### config.mk
export PLATFORM = sky130hd
export DESIGN_NAME = alu_control_fsm_flat
export DESIGN_NICKNAME = d
export VERILOG_FILES = /design/src/rtl/alu_defs.sv /design/src/rtl/alu_control_fsm_if.sv /design/src/rtl/op_decode.sv /design/src/rtl/alu_control_fsm.sv /design/src/flat_wrapper.sv
export SDC_FILE = /design/constraint.sdc
export NUM_CORES = 1
export LEC_CHECK = 0
export ABC_AREA = 0
export CAP_MARGIN = 20
export CORE_UTILIZATION = 39
export CTS_CLUSTER_SIZE = 16
export DETAILED_ROUTE_END_ITERATION = 16
export GPL_TIMING_DRIVEN = 0
export PLACE_DENSITY = 0.81
export SYNTH_ARGS = -nofsm -noshare
export SYNTH_HDL_FRONTEND = slang
export SYNTH_SLANG_ARGS = --single-unit
### constraint.sdc
create_clock -name CLK -period 1.9 [get_ports CLK]
set_clock_uncertainty 0.05 [all_clocks]
set_input_delay 0.285 -clock CLK [delete_from_list [all_inputs] [get_ports CLK]]
set_output_delay 0.285 -clock CLK [all_outputs]
set_load 0.05 [all_outputs]
### src/rtl/alu_defs.sv
// Shared definitions for the ALU control path: opcodes, ALU mux select codes,
// control-FSM state encoding and the decoded-control bundle.
package alu_defs;

  localparam logic [7:0] OP_LOADI = 8'h00;
  localparam logic [7:0] OP_MOV   = 8'h01;
  localparam logic [7:0] OP_ADD   = 8'h02;
  localparam logic [7:0] OP_SUB   = 8'h03;
  localparam logic [7:0] OP_AND   = 8'h04;
  localparam logic [7:0] OP_OR    = 8'h05;

  // Select codes understood by the downstream ALU result mux.
  localparam logic [2:0] ALU_FWD = 3'b000;
  localparam logic [2:0] ALU_ADD = 3'b001;
  localparam logic [2:0] ALU_AND = 3'b010;
  localparam logic [2:0] ALU_OR  = 3'b011;

  typedef enum logic [1:0] {
    S_IDLE = 2'd0,
    S_EXEC = 2'd1,
    S_WB   = 2'd2
  } state_t;

  typedef struct packed {
    logic [2:0] aluop;
    logic       imm_sel;
    logic       neg_sel;
    logic       illegal;
  } ctrl_t;

endpackage

### src/rtl/alu_control_fsm_if.sv
// Instruction handshake plus ALU/register-file control bundle for alu_control_fsm.
// Handshake: a transfer happens on the rising CLK edge where INSTR_VALID and
// INSTR_READY are both 1; the source holds INSTRUCTION stable until then.
interface alu_control_fsm_if #(
  parameter int CNT_W = 16
);
  import alu_defs::*;

  logic [31:0]      INSTRUCTION;
  logic             INSTR_VALID;
  logic             INSTR_READY;
  logic [2:0]       ALUOP;
  logic             IMM_SEL;
  logic             NEG_SEL;
  logic [7:0]       IMMEDIATE;
  logic [2:0]       READREG1;
  logic [2:0]       READREG2;
  logic [2:0]       WRITEREG;
  logic             WRITEENABLE;
  logic             ILLEGAL;
  logic             DONE;
  logic [CNT_W-1:0] INSTR_COUNT;
  state_t           fsm_state;

  modport master (
    output INSTRUCTION, INSTR_VALID,
    input  INSTR_READY, ALUOP, IMM_SEL, NEG_SEL, IMMEDIATE, READREG1, READREG2,
           WRITEREG, WRITEENABLE, ILLEGAL, DONE, INSTR_COUNT, fsm_state
  );

  modport slave (
    input  INSTRUCTION, INSTR_VALID,
    output INSTR_READY, ALUOP, IMM_SEL, NEG_SEL, IMMEDIATE, READREG1, READREG2,
           WRITEREG, WRITEENABLE, ILLEGAL, DONE, INSTR_COUNT, fsm_state
  );

endinterface

### src/rtl/op_decode.sv
// Combinational opcode decoder shared by the sequenced and any future pipelined
// control path. Unknown opcodes flag illegal and fall back to a safe forward select.
module op_decode
  import alu_defs::*;
(
  input  logic [7:0] opcode,
  output ctrl_t      ctrl
);

  always_comb begin
    ctrl = '0;
    ctrl.aluop = ALU_FWD;
    case (opcode)
      OP_LOADI: ctrl.imm_sel = 1'b1;
      OP_MOV:   ctrl.aluop   = ALU_FWD;
      OP_ADD:   ctrl.aluop   = ALU_ADD;
      OP_SUB: begin
        ctrl.aluop   = ALU_ADD;
        ctrl.neg_sel = 1'b1;
      end
      OP_AND:   ctrl.aluop   = ALU_AND;
      OP_OR:    ctrl.aluop   = ALU_OR;
      default:  ctrl.illegal = 1'b1;
    endcase
  end

endmodule

### src/rtl/alu_control_fsm.sv
// Sequenced ALU control stage: accepts one instruction, drives registered ALU
// controls through EXEC and WB, strobes the register-file write and counts retirements.
module alu_control_fsm
  import alu_defs::*;
#(
  parameter int CNT_W = 16
) (
  input logic               CLK,
  input logic               RESET,
  alu_control_fsm_if.slave  bus
);

  state_t           state_q, state_d;
  logic [31:0]      instr_q, instr_d;
  logic [2:0]       aluop_q, aluop_d;
  logic             imm_sel_q, imm_sel_d;
  logic             neg_sel_q, neg_sel_d;
  logic             we_q, we_d;
  logic             illegal_q, illegal_d;
  logic             done_q, done_d;
  logic [CNT_W-1:0] count_q, count_d;

  logic [7:0] dec_opcode;
  ctrl_t      dec;

  // In IDLE the controls must be ready in the first EXEC cycle, so decode the
  // incoming word; afterwards decode the latched one.
  assign dec_opcode = (state_q == S_IDLE) ? bus.INSTRUCTION[31:24] : instr_q[31:24];

  op_decode u_op_decode (
    .opcode (dec_opcode),
    .ctrl   (dec)
  );

  always_comb begin
    state_d   = state_q;
    instr_d   = instr_q;
    aluop_d   = ALU_FWD;
    imm_sel_d = 1'b0;
    neg_sel_d = 1'b0;
    we_d      = 1'b0;
    illegal_d = 1'b0;
    done_d    = 1'b0;
    count_d   = count_q;
    case (state_q)
      S_IDLE: begin
        if (bus.INSTR_VALID) begin
          state_d   = S_EXEC;
          instr_d   = bus.INSTRUCTION;
          aluop_d   = dec.aluop;
          imm_sel_d = dec.imm_sel;
          neg_sel_d = dec.neg_sel;
        end
      end
      S_EXEC: begin
        state_d   = S_WB;
        aluop_d   = dec.aluop;
        imm_sel_d = dec.imm_sel;
        neg_sel_d = dec.neg_sel;
        done_d    = 1'b1;
        if (dec.illegal) begin
          illegal_d = 1'b1;
        end else begin
          we_d    = 1'b1;
          count_d = count_q + CNT_W'(1);
        end
      end
      S_WB: begin
        state_d = S_IDLE;
      end
      default: begin
        state_d = S_IDLE;
      end
    endcase
  end

  always_ff @(posedge CLK) begin
    if (RESET) begin
      state_q   <= S_IDLE;
      instr_q   <= '0;
      aluop_q   <= ALU_FWD;
      imm_sel_q <= 1'b0;
      neg_sel_q <= 1'b0;
      we_q      <= 1'b0;
      illegal_q <= 1'b0;
      done_q    <= 1'b0;
      count_q   <= '0;
    end else begin
      state_q   <= state_d;
      instr_q   <= instr_d;
      aluop_q   <= aluop_d;
      imm_sel_q <= imm_sel_d;
      neg_sel_q <= neg_sel_d;
      we_q      <= we_d;
      illegal_q <= illegal_d;
      done_q    <= done_d;
      count_q   <= count_d;
    end
  end

  // Upper bits of the register-address bytes carry no meaning for a 3-bit file.
  logic unused_fields;
  assign unused_fields = ^{instr_q[23:19], instr_q[15:11]};

  assign bus.INSTR_READY = (state_q == S_IDLE);
  assign bus.ALUOP       = aluop_q;
  assign bus.IMM_SEL     = imm_sel_q;
  assign bus.NEG_SEL     = neg_sel_q;
  assign bus.IMMEDIATE   = instr_q[7:0];
  assign bus.READREG1    = instr_q[10:8];
  assign bus.READREG2    = instr_q[2:0];
  assign bus.WRITEREG    = instr_q[18:16];
  assign bus.WRITEENABLE = we_q;
  assign bus.ILLEGAL     = illegal_q;
  assign bus.DONE        = done_q;
  assign bus.INSTR_COUNT = count_q;
  assign bus.fsm_state   = state_q;

endmodule
### src/flat_wrapper.sv
// flat-port wrapper written by rule: the top's interface ports become plain ports
module alu_control_fsm_flat import alu_defs::*;
#(
  parameter int CNT_W = 16
)
  (CLK, RESET, bus_INSTRUCTION, bus_INSTR_VALID, bus_INSTR_READY, bus_ALUOP, bus_IMM_SEL, bus_NEG_SEL, bus_IMMEDIATE, bus_READREG1, bus_READREG2, bus_WRITEREG, bus_WRITEENABLE, bus_ILLEGAL, bus_DONE, bus_INSTR_COUNT, bus_fsm_state);
  alu_control_fsm_if #(.CNT_W(CNT_W)) bus_i ();
  input logic CLK;
  input logic RESET;
  input wire logic [$bits(bus_i.INSTRUCTION)-1:0] bus_INSTRUCTION;
  input wire logic [$bits(bus_i.INSTR_VALID)-1:0] bus_INSTR_VALID;
  output wire logic [$bits(bus_i.INSTR_READY)-1:0] bus_INSTR_READY;
  output wire logic [$bits(bus_i.ALUOP)-1:0] bus_ALUOP;
  output wire logic [$bits(bus_i.IMM_SEL)-1:0] bus_IMM_SEL;
  output wire logic [$bits(bus_i.NEG_SEL)-1:0] bus_NEG_SEL;
  output wire logic [$bits(bus_i.IMMEDIATE)-1:0] bus_IMMEDIATE;
  output wire logic [$bits(bus_i.READREG1)-1:0] bus_READREG1;
  output wire logic [$bits(bus_i.READREG2)-1:0] bus_READREG2;
  output wire logic [$bits(bus_i.WRITEREG)-1:0] bus_WRITEREG;
  output wire logic [$bits(bus_i.WRITEENABLE)-1:0] bus_WRITEENABLE;
  output wire logic [$bits(bus_i.ILLEGAL)-1:0] bus_ILLEGAL;
  output wire logic [$bits(bus_i.DONE)-1:0] bus_DONE;
  output wire logic [$bits(bus_i.INSTR_COUNT)-1:0] bus_INSTR_COUNT;
  output wire logic [$bits(bus_i.fsm_state)-1:0] bus_fsm_state;
  assign bus_i.INSTRUCTION = bus_INSTRUCTION;
  assign bus_i.INSTR_VALID = bus_INSTR_VALID;
  assign bus_INSTR_READY = bus_i.INSTR_READY;
  assign bus_ALUOP = bus_i.ALUOP;
  assign bus_IMM_SEL = bus_i.IMM_SEL;
  assign bus_NEG_SEL = bus_i.NEG_SEL;
  assign bus_IMMEDIATE = bus_i.IMMEDIATE;
  assign bus_READREG1 = bus_i.READREG1;
  assign bus_READREG2 = bus_i.READREG2;
  assign bus_WRITEREG = bus_i.WRITEREG;
  assign bus_WRITEENABLE = bus_i.WRITEENABLE;
  assign bus_ILLEGAL = bus_i.ILLEGAL;
  assign bus_DONE = bus_i.DONE;
  assign bus_INSTR_COUNT = bus_i.INSTR_COUNT;
  assign bus_fsm_state = bus_i.fsm_state;
  alu_control_fsm #(.CNT_W(CNT_W)) u_core (.CLK(CLK), .RESET(RESET), .bus(bus_i));
endmodule
==> results by group, run 1 <==
Route
  – Detailed Routing Iterations Pass 1: 5
  – WL final: 5230 um
  – Number of DRC markers in iteration 0: 47
  – Final ANT Viol Nets: 0
  – Vias: between 2000 and 2500
  – DR WL/cell: 12.8 um
  – Vias per inst: 4.99
  – Post-route DRC: 0

Floorplan
  – Row cnt: 26
  – Initial core utilization: 0.405
  – Die extent in y: 74.8 um
  – Core area: 5110 sq um
  – Num ports: 79
  – Die area: 5600 sq um
  – Die width: 74.8 um

CTS
  – Clk Latency, worst-skew pair: 0.30 ns
  – Clock Path Buffers: 2
  – Clk slew on worst S/H paths: 0.09 ns
  – CTS root buf: clkbuf_8
  – Num CTS Buffers: 5
  – H-tree level count: 2
  – Clock sinks: between 40 and 50
  – CTS tree: done
  – Hold_buf cts: 0

Critical path
  – Worst Setup End Kind: register
  – Worst path slowest cell: or4_4
  – Startpoint types: register
  – Critical Path RT: 2.09 ns
  – Crit Path Max Fanout: 4
  – Most frequent CP cell: buf_4
  – Crit Path Category: register to register
  – Reg2Reg Setup Slack: -0.19 ns
  – Crit Reg-Reg Startpoint: u_core.bus.fsm_state[1]
  – FF-to-FF path depth: 7
  – CP arrival: ~2.3 ns
  – Crit path buf inv count: 2
  – Slowest stage delay, CP: about 0.54 ns
  – Family with the most delay on the worst path: simple AND/OR/NAND/NOR gates
  – Instance count on the critical path: 7
  – RR Endpoint: u_core.bus.INSTR_COUNT[15]
  – Cell chain of the critical path: or4_4, nor4_4, buf_4, o21ai_2, buf_4, or3_4, a21oi_2

Timing
  – Final hold slack: 0.219 ns
  – Setup TNS: -1.41 ns
  – Final period demand of the worst path: 2.09 ns
  – Max Freq: approximately 480 MHz
  – Final Hold Fails: 0
  – RSZ-0062 raised after global routing: yes
  – Final worst path period share: 1.10
  – Slew Limit Headroom: 0.600
  – Worst Tran Pin Value: between 0.5 and 0.6 ns
  – Worst setup margin: -0.190 ns
  – Final Slew Violations: 0
  – Setup violators final: 14

Status
  – Status: finished, violations left
  – Failing checks: negative setup slack

Global routing
  – Vias in the first global route: about 1800
  – GR Util All Layers: 0.184
  – GRT Residual Overflow: 0
  – Initial antenna violation count: 0
  – Largest net degree at the start of global routing: 15
  – Global-route wire length before repair: 7770 um

Yosys
  – Top FF cell, synth: dfxtp_1
  – Mapped cell area: about 2100 sq um
  – Cells after Synth: 252
  – Ys async rst share: 0
  – Synthesized flop and latch total: 47
  – Syn_nets: 288
  – Number of flops mapped to enable cells by yosys: 0
  – Ys Warns: 0
  – Avg Cell Area, Syn: between 8 and 9 sq um
  – Synth cell types: 37
  – Share of the yosys chip area belonging to registers: 0.455

Finish
  – Layout cell share with drive strength beyond 1: 0.183
  – Antenna Diode Count: 0
  – Commonest non-fill, non-tap cells in the layout: nand2_1, clkdlybuf4s50_1, dfxtp_1, buf_4, a21oi_1
  – Leading cell type in the layout, fill and taps excluded: nand2_1
  – Post-route cell area: 3130 sq um
  – # nets final: roughly 370
  – Area Growth Syn to Fin: 51.3%

Placement
  – Post-DP HPWL: between 3000 and 4000 um
  – GPL Wtd Cong: 0.842
  – Dpl cell area: 2840 sq um
  – PortBufs: 66

Run
  – Max Cap Viol: 0

Min path
  – Hold depth: 3
  – Hold Crit Start: bus_INSTRUCTION[30]
  – WHS Endpoint: u_core.instr_q[30]
  – Worst min path class: input port to register

Power
  – Worst VDD drop: around 0.32 mV
  – Power Density: 665 nW/um^2
  – Lkg Pwr: 1.39 nW
  – Total power: 2.08 mW
flip-flops by register name, indices dropped and copies added (netlist names):
register,cells
u_core.bus.WRITEENABLE,1
u_core.bus.ILLEGAL,1
u_core.bus.NEG_SEL,1
u_core.instr_q,22
u_core.bus.IMM_SEL,1
u_core.bus.DONE,1
u_core.bus.fsm_state,2
u_core.bus.ALUOP,2
u_core.bus.INSTR_COUNT,16
worst max path at each step:
stage | to | start
final | u_core.bus.INSTR_COUNT[15] | u_core.bus.fsm_state[1]
after global placement | u_core.bus.INSTR_COUNT[12] | bus_INSTRUCTION[29]
after global routing | u_core.bus.INSTR_COUNT[15] | u_core.bus.fsm_state[1]
after detailed placement | u_core.bus.INSTR_COUNT[8] | bus_INSTRUCTION[29]
after CTS | u_core.bus.INSTR_COUNT[12] | u_core.bus.fsm_state[1]
after floorplan | u_core.bus.INSTR_COUNT[12] | u_core.bus.fsm_state[1]
worst min-delay path: stages:
cell and delay, ns:
dlymetal6s2s_1 0.13, nand2_1 0.06, a21oi_1 0.05
kinds of logic (layout without fill, tap and decap cells):
family | count (synthesis) | count (layout) | synth area share
xor gates and xnor gates | 8 | 8 | 0.0339
buffers and inverters | 36 | 122 | 0.103
DFF | 47 | 47 | 0.455
muxes | 1 | 1 | 0.00484
other | 1 | 1 | 0.00181
AOI/OAI and AO/OA | 53 | 53 | 0.157
and+or+nand+nor | 105 | 105 | 0.238
adders and majority gates | 1 | 1 | 0.00605
cells in the mapped netlist, types with 2 or more instances:
cell type	number	area, sq um
nand3_1	7	35.0
or4_1	3	22.5
a21oi_1	32	160
and3_1	2	12.5
buf_4	18	135
xor2_1	8	70.1
inv_1	3	11.3
o31ai_1	2	15.0
nand4_1	2	12.5
nor2b_1	3	18.8
nor4_1	2	12.5
nand2_1	49	184
o21ai_0	5	25.0
nor2_1	22	82.6
dfxtp_1	47	941
o211ai_1	3	22.5
o2111ai_1	4	35.0
buf_2	2	10.0
clkbuf_1	12	45.0
nor3_1	5	25.0
or3_1	5	31.3
per-stage QoR:
stage	util	cells	setup slack (ns)
6_report	0.612	408	-0.190
5_1_grt	0.612	408	-0.295
4_1_cts	0.589	404	-0.171
3_5_place_dp	0.555	388	-0.599
3_3_place_gp	0.555	388	-0.557
2_1_floorplan	-	252	-0.165
report_power, final:
group	internal (mW)	switching [mW]
Clock	0.294	0.326
Combinational	0.172	0.246
Sequential	1.02	0.0226
layout make-up:
cell class	instances	area [sq um]
Buffer	33	211
Clock buffer	7	86.3
Clock inverter	1	5.00
Fill cell	466	1980
Inverter	3	11.3
Multi-Input combinational cell	169	1000
Sequential cell	47	948
Tap cell	70	87.6
Timing Repair Buffer	78	776
layer usage:
layer / wire length, um / global-route usage / vias to the layer above
met5: 0 / 0 / -
met4: 97 / 0.0943 / 0
met3: 290 / 0.0335 / 10
met2: 2660 / 0.321 / 70
met1: 2180 / 0.214 / 941
li1: - / - / 1013
what timing repair did:
item,4_1_cts,5_1_grt
setup buffers,8,5
hold endpoints to repair,0,0
setup endpoints to repair,19,30
resized for setup,21,26
pin swaps,11,2
No activity file was read; power rests on OpenSTA's default activity.
==> inputs of run 2 (changes only) <==
- MAX_ROUTING_LAYER: unset -> met4
==> run 2 against run 1 <==
Against the previous run: the flow still finishes with violations (negative setup slack); worst hold slack better by 0.0042 ns; worst setup slack worse by 0.0076 ns; die area stayed put; global-route usage is 0.55 points higher; sequential power hardly changed; maximum frequency is 0.36% lower; combinational power hardly changed; first-iteration DRC count stayed put; clock power is 0.8% lower; core utilization stayed put; critical path type unchanged; critical endpoint unchanged; largest cell class unchanged.
==> results by group, run 2 (same netlist as run 1, synthesis figures left out) <==
Finish
  – Post-route cell area: 3130 sq um (unchanged)
  – Commonest non-fill, non-tap cells in the layout: nand2_1, clkdlybuf4s50_1, dfxtp_1, buf_4, a21oi_1
  – Max reg flops: 22 (unchanged)
  – Largest Register: u_core.instr_q
  – Leading cell type in the layout, fill and taps excluded: nand2_1
  – Area Growth Syn to Fin: 51.3% (unchanged)
  – Antenna Diode Count: 0 (unchanged)
  – # nets final: 373 (unchanged)
  – Filler cell count: 466 (unchanged)
  – Layout cell share with drive strength beyond 1: 0.183 (unchanged)

Status
  – Failing checks: negative setup slack
  – Status: finished, violations left

Critical path
  – Critical path destination: u_core.bus.INSTR_COUNT[15]
  – Critical Path RT: 2.09 ns (about the same)
  – RR Endpoint: u_core.bus.INSTR_COUNT[15]
  – Startpoint types: register
  – Cell chain of the critical path: or4_4, nor4_4, buf_4, o21ai_2, buf_4, or3_4, a21oi_2
  – Critical path launch point: u_core.bus.fsm_state[1]
  – FF-to-FF path depth: 7 (unchanged)
  – Slowest stage delay, CP: 0.54 ns (about the same)
  – Reg2Reg Setup Slack: -0.20 ns (about the same)
  – Most frequent CP cell: buf_4
  – Crit Path Category: register to register
  – Crit Path Max Fanout: 4 (unchanged)
  – Worst Setup End Kind: register
  – CP arrival: 2.28 ns (about the same)
  – Crit Reg-Reg Startpoint: u_core.bus.fsm_state[1]
  – Worst path slowest cell: or4_4

Floorplan
  – Core area: 5110 sq um (unchanged)
  – Die extent in y: 74.8 um (unchanged)
  – Num ports: 79 (unchanged)
  – Initial core utilization: 0.405 (unchanged)
  – Die width: 74.8 um (unchanged)
  – Row cnt: 26 (unchanged)
  – Die area: 5600 sq um (unchanged)

Timing
  – Final worst path period share: 1.10 (+0.00398)
  – Setup violators final: 14 (unchanged)
  – Worst Tran Pin Value: 0.577 ns (-0.0226 ns)
  – Final period demand of the worst path: 2.10 ns (+0.00757 ns)
  – Worst setup margin: -0.198 ns (-0.00757 ns)
  – Max Freq: 477 MHz (-0.36%)
  – RSZ-0062 raised after global routing: yes
  – Final Hold Fails: 0 (unchanged)
  – Final Slew Violations: 0 (unchanged)
  – Slew Limit Headroom: 0.615 (+0.0151)

CTS
  – Clock sinks: 47 (unchanged)
  – Clk slew on worst S/H paths: 0.09 ns (about the same)
  – Clock Path Buffers: 2 (unchanged)
  – Num CTS Buffers: 5 (unchanged)
  – CTS tree: done
  – H-tree level count: 2 (unchanged)
  – CTS root buf: clkbuf_8
  – Clk Latency, worst-skew pair: 0.30 ns (about the same)

Global routing
  – Initial antenna violation count: 0 (unchanged)
  – Largest net degree at the start of global routing: 15 (unchanged)
  – Vias in the first global route: 1793 (unchanged)
  – GR Util All Layers: 0.189 (+0.00550)
  – Global-route wire length before repair: 7770 um (unchanged)
  – GRT Residual Overflow: 0 (unchanged)

Min path
  – Hold depth: 3 (unchanged)
  – Worst min path class: input port to register

Placement
  – GPL Wtd Cong: 0.856 (+1.6%)
  – Post-DP HPWL: 3560 um (unchanged)
  – PortBufs: 66 (unchanged)
  – Dpl cell area: 2840 sq um (unchanged)
  – Pre-CTS WS: -0.599 ns (unchanged)

Route
  – Routed wl met3: 264 um (-9.0%)
  – WL final: 5230 um (-0.11%)
  – Vias per inst: 4.97 (-0.34%)
  – Detailed Routing Iterations Pass 1: 4 (-1)
  – Post-route DRC: 0 (unchanged)
  – M1 wire length: 2200 um (+0.87%)
  – Vias: 2027 (-0.34%)
  – DR WL/cell: 12.8 um (-0.11%)
  – Final ANT Viol Nets: 0 (unchanged)
  – Top Metal Used: met4
  – Met2 wire length: 2670 um (+0.34%)
  – Number of DRC markers in iteration 0: 47 (unchanged)

Run
  – Max Cap Viol: 0 (unchanged)

Power
  – Worst VDD drop: 0.323 mV (-0.65%)
  – Lkg Pwr: 1.39 nW (unchanged)
  – Power Density: 664 nW/um^2 (-0.25%)
  – Total power: 2.07 mW (-0.25%)
[run 2: cell counts in the layout (fill, tap and decap cells not counted)]
No cell type changed its count.
[run 2: cell type report]
class                   count  area, sq um  area share
clock inverters             1         5.00     0.00160
well taps                  70         87.6      0.0280
inverters                   3         11.3     0.00360
plain buffers              33          211      0.0676
repair buffers             78          776       0.248
flip-flops and latches     47          948       0.303
multi-input cells         169         1000       0.320
clock buffers               7         86.3      0.0276
[run 2: where the power goes]
part	switching, mW	leakage [nW]	internal, mW
clock	0.322	0.0482	0.294
sequential	0.0226	0.385	1.02
combinational	0.246	0.954	0.172
[run 2: timing repair]
action | 4_1_cts | 5_1_grt
resized for setup | 21 | 26
setup endpoints to repair | 19 | 30
buffers inserted | 8 | 5
pin swaps | 11 | 2
hold buffers | 0 | 0
[run 2: metal layers]
layer  global-route usage  vias to the layer above
met4               0.0943                        0
met1                0.215                      937
met5                    -                        -
met3               0.0308                        7
li1                     -                     1019
met2                0.321                       64
[run 2: how the worst min path moves through the flow]
stage | start | end | slack, ns
detailed placement | u_core.instr_q[28] | u_core.instr_q[28] | 0.40
global route | bus_INSTRUCTION[30] | u_core.instr_q[30] | 0.24
finish | bus_INSTRUCTION[30] | u_core.instr_q[30] | 0.22
global placement | u_core.instr_q[28] | u_core.instr_q[28] | 0.39
CTS | RESET | u_core.bus.DONE | 0.28
floorplan | bus_INSTRUCTION[27] | u_core.instr_q[27] | 0.37
[run 2: critical path, delay by kind of cell (launching register included)]
family                 cells  cell delay, ns
AO/OA/AOI/OAI              2            0.20
flip-flops                 1            0.36
AND/OR/NAND/NOR            3            1.09
buffers and inverters      2            0.33
[run 2: metrics by stage]
stage          utilization  hold WS [ns]  cells  TNS (ns)
2_1_floorplan            -         0.371    252    -0.625
6_report             0.612         0.223    408     -1.49
3_3_place_gp         0.555         0.387    388     -7.35
3_5_place_dp         0.555         0.396    388     -8.03
4_1_cts              0.589         0.282    404     -1.29
5_1_grt              0.612         0.241    408     -2.88
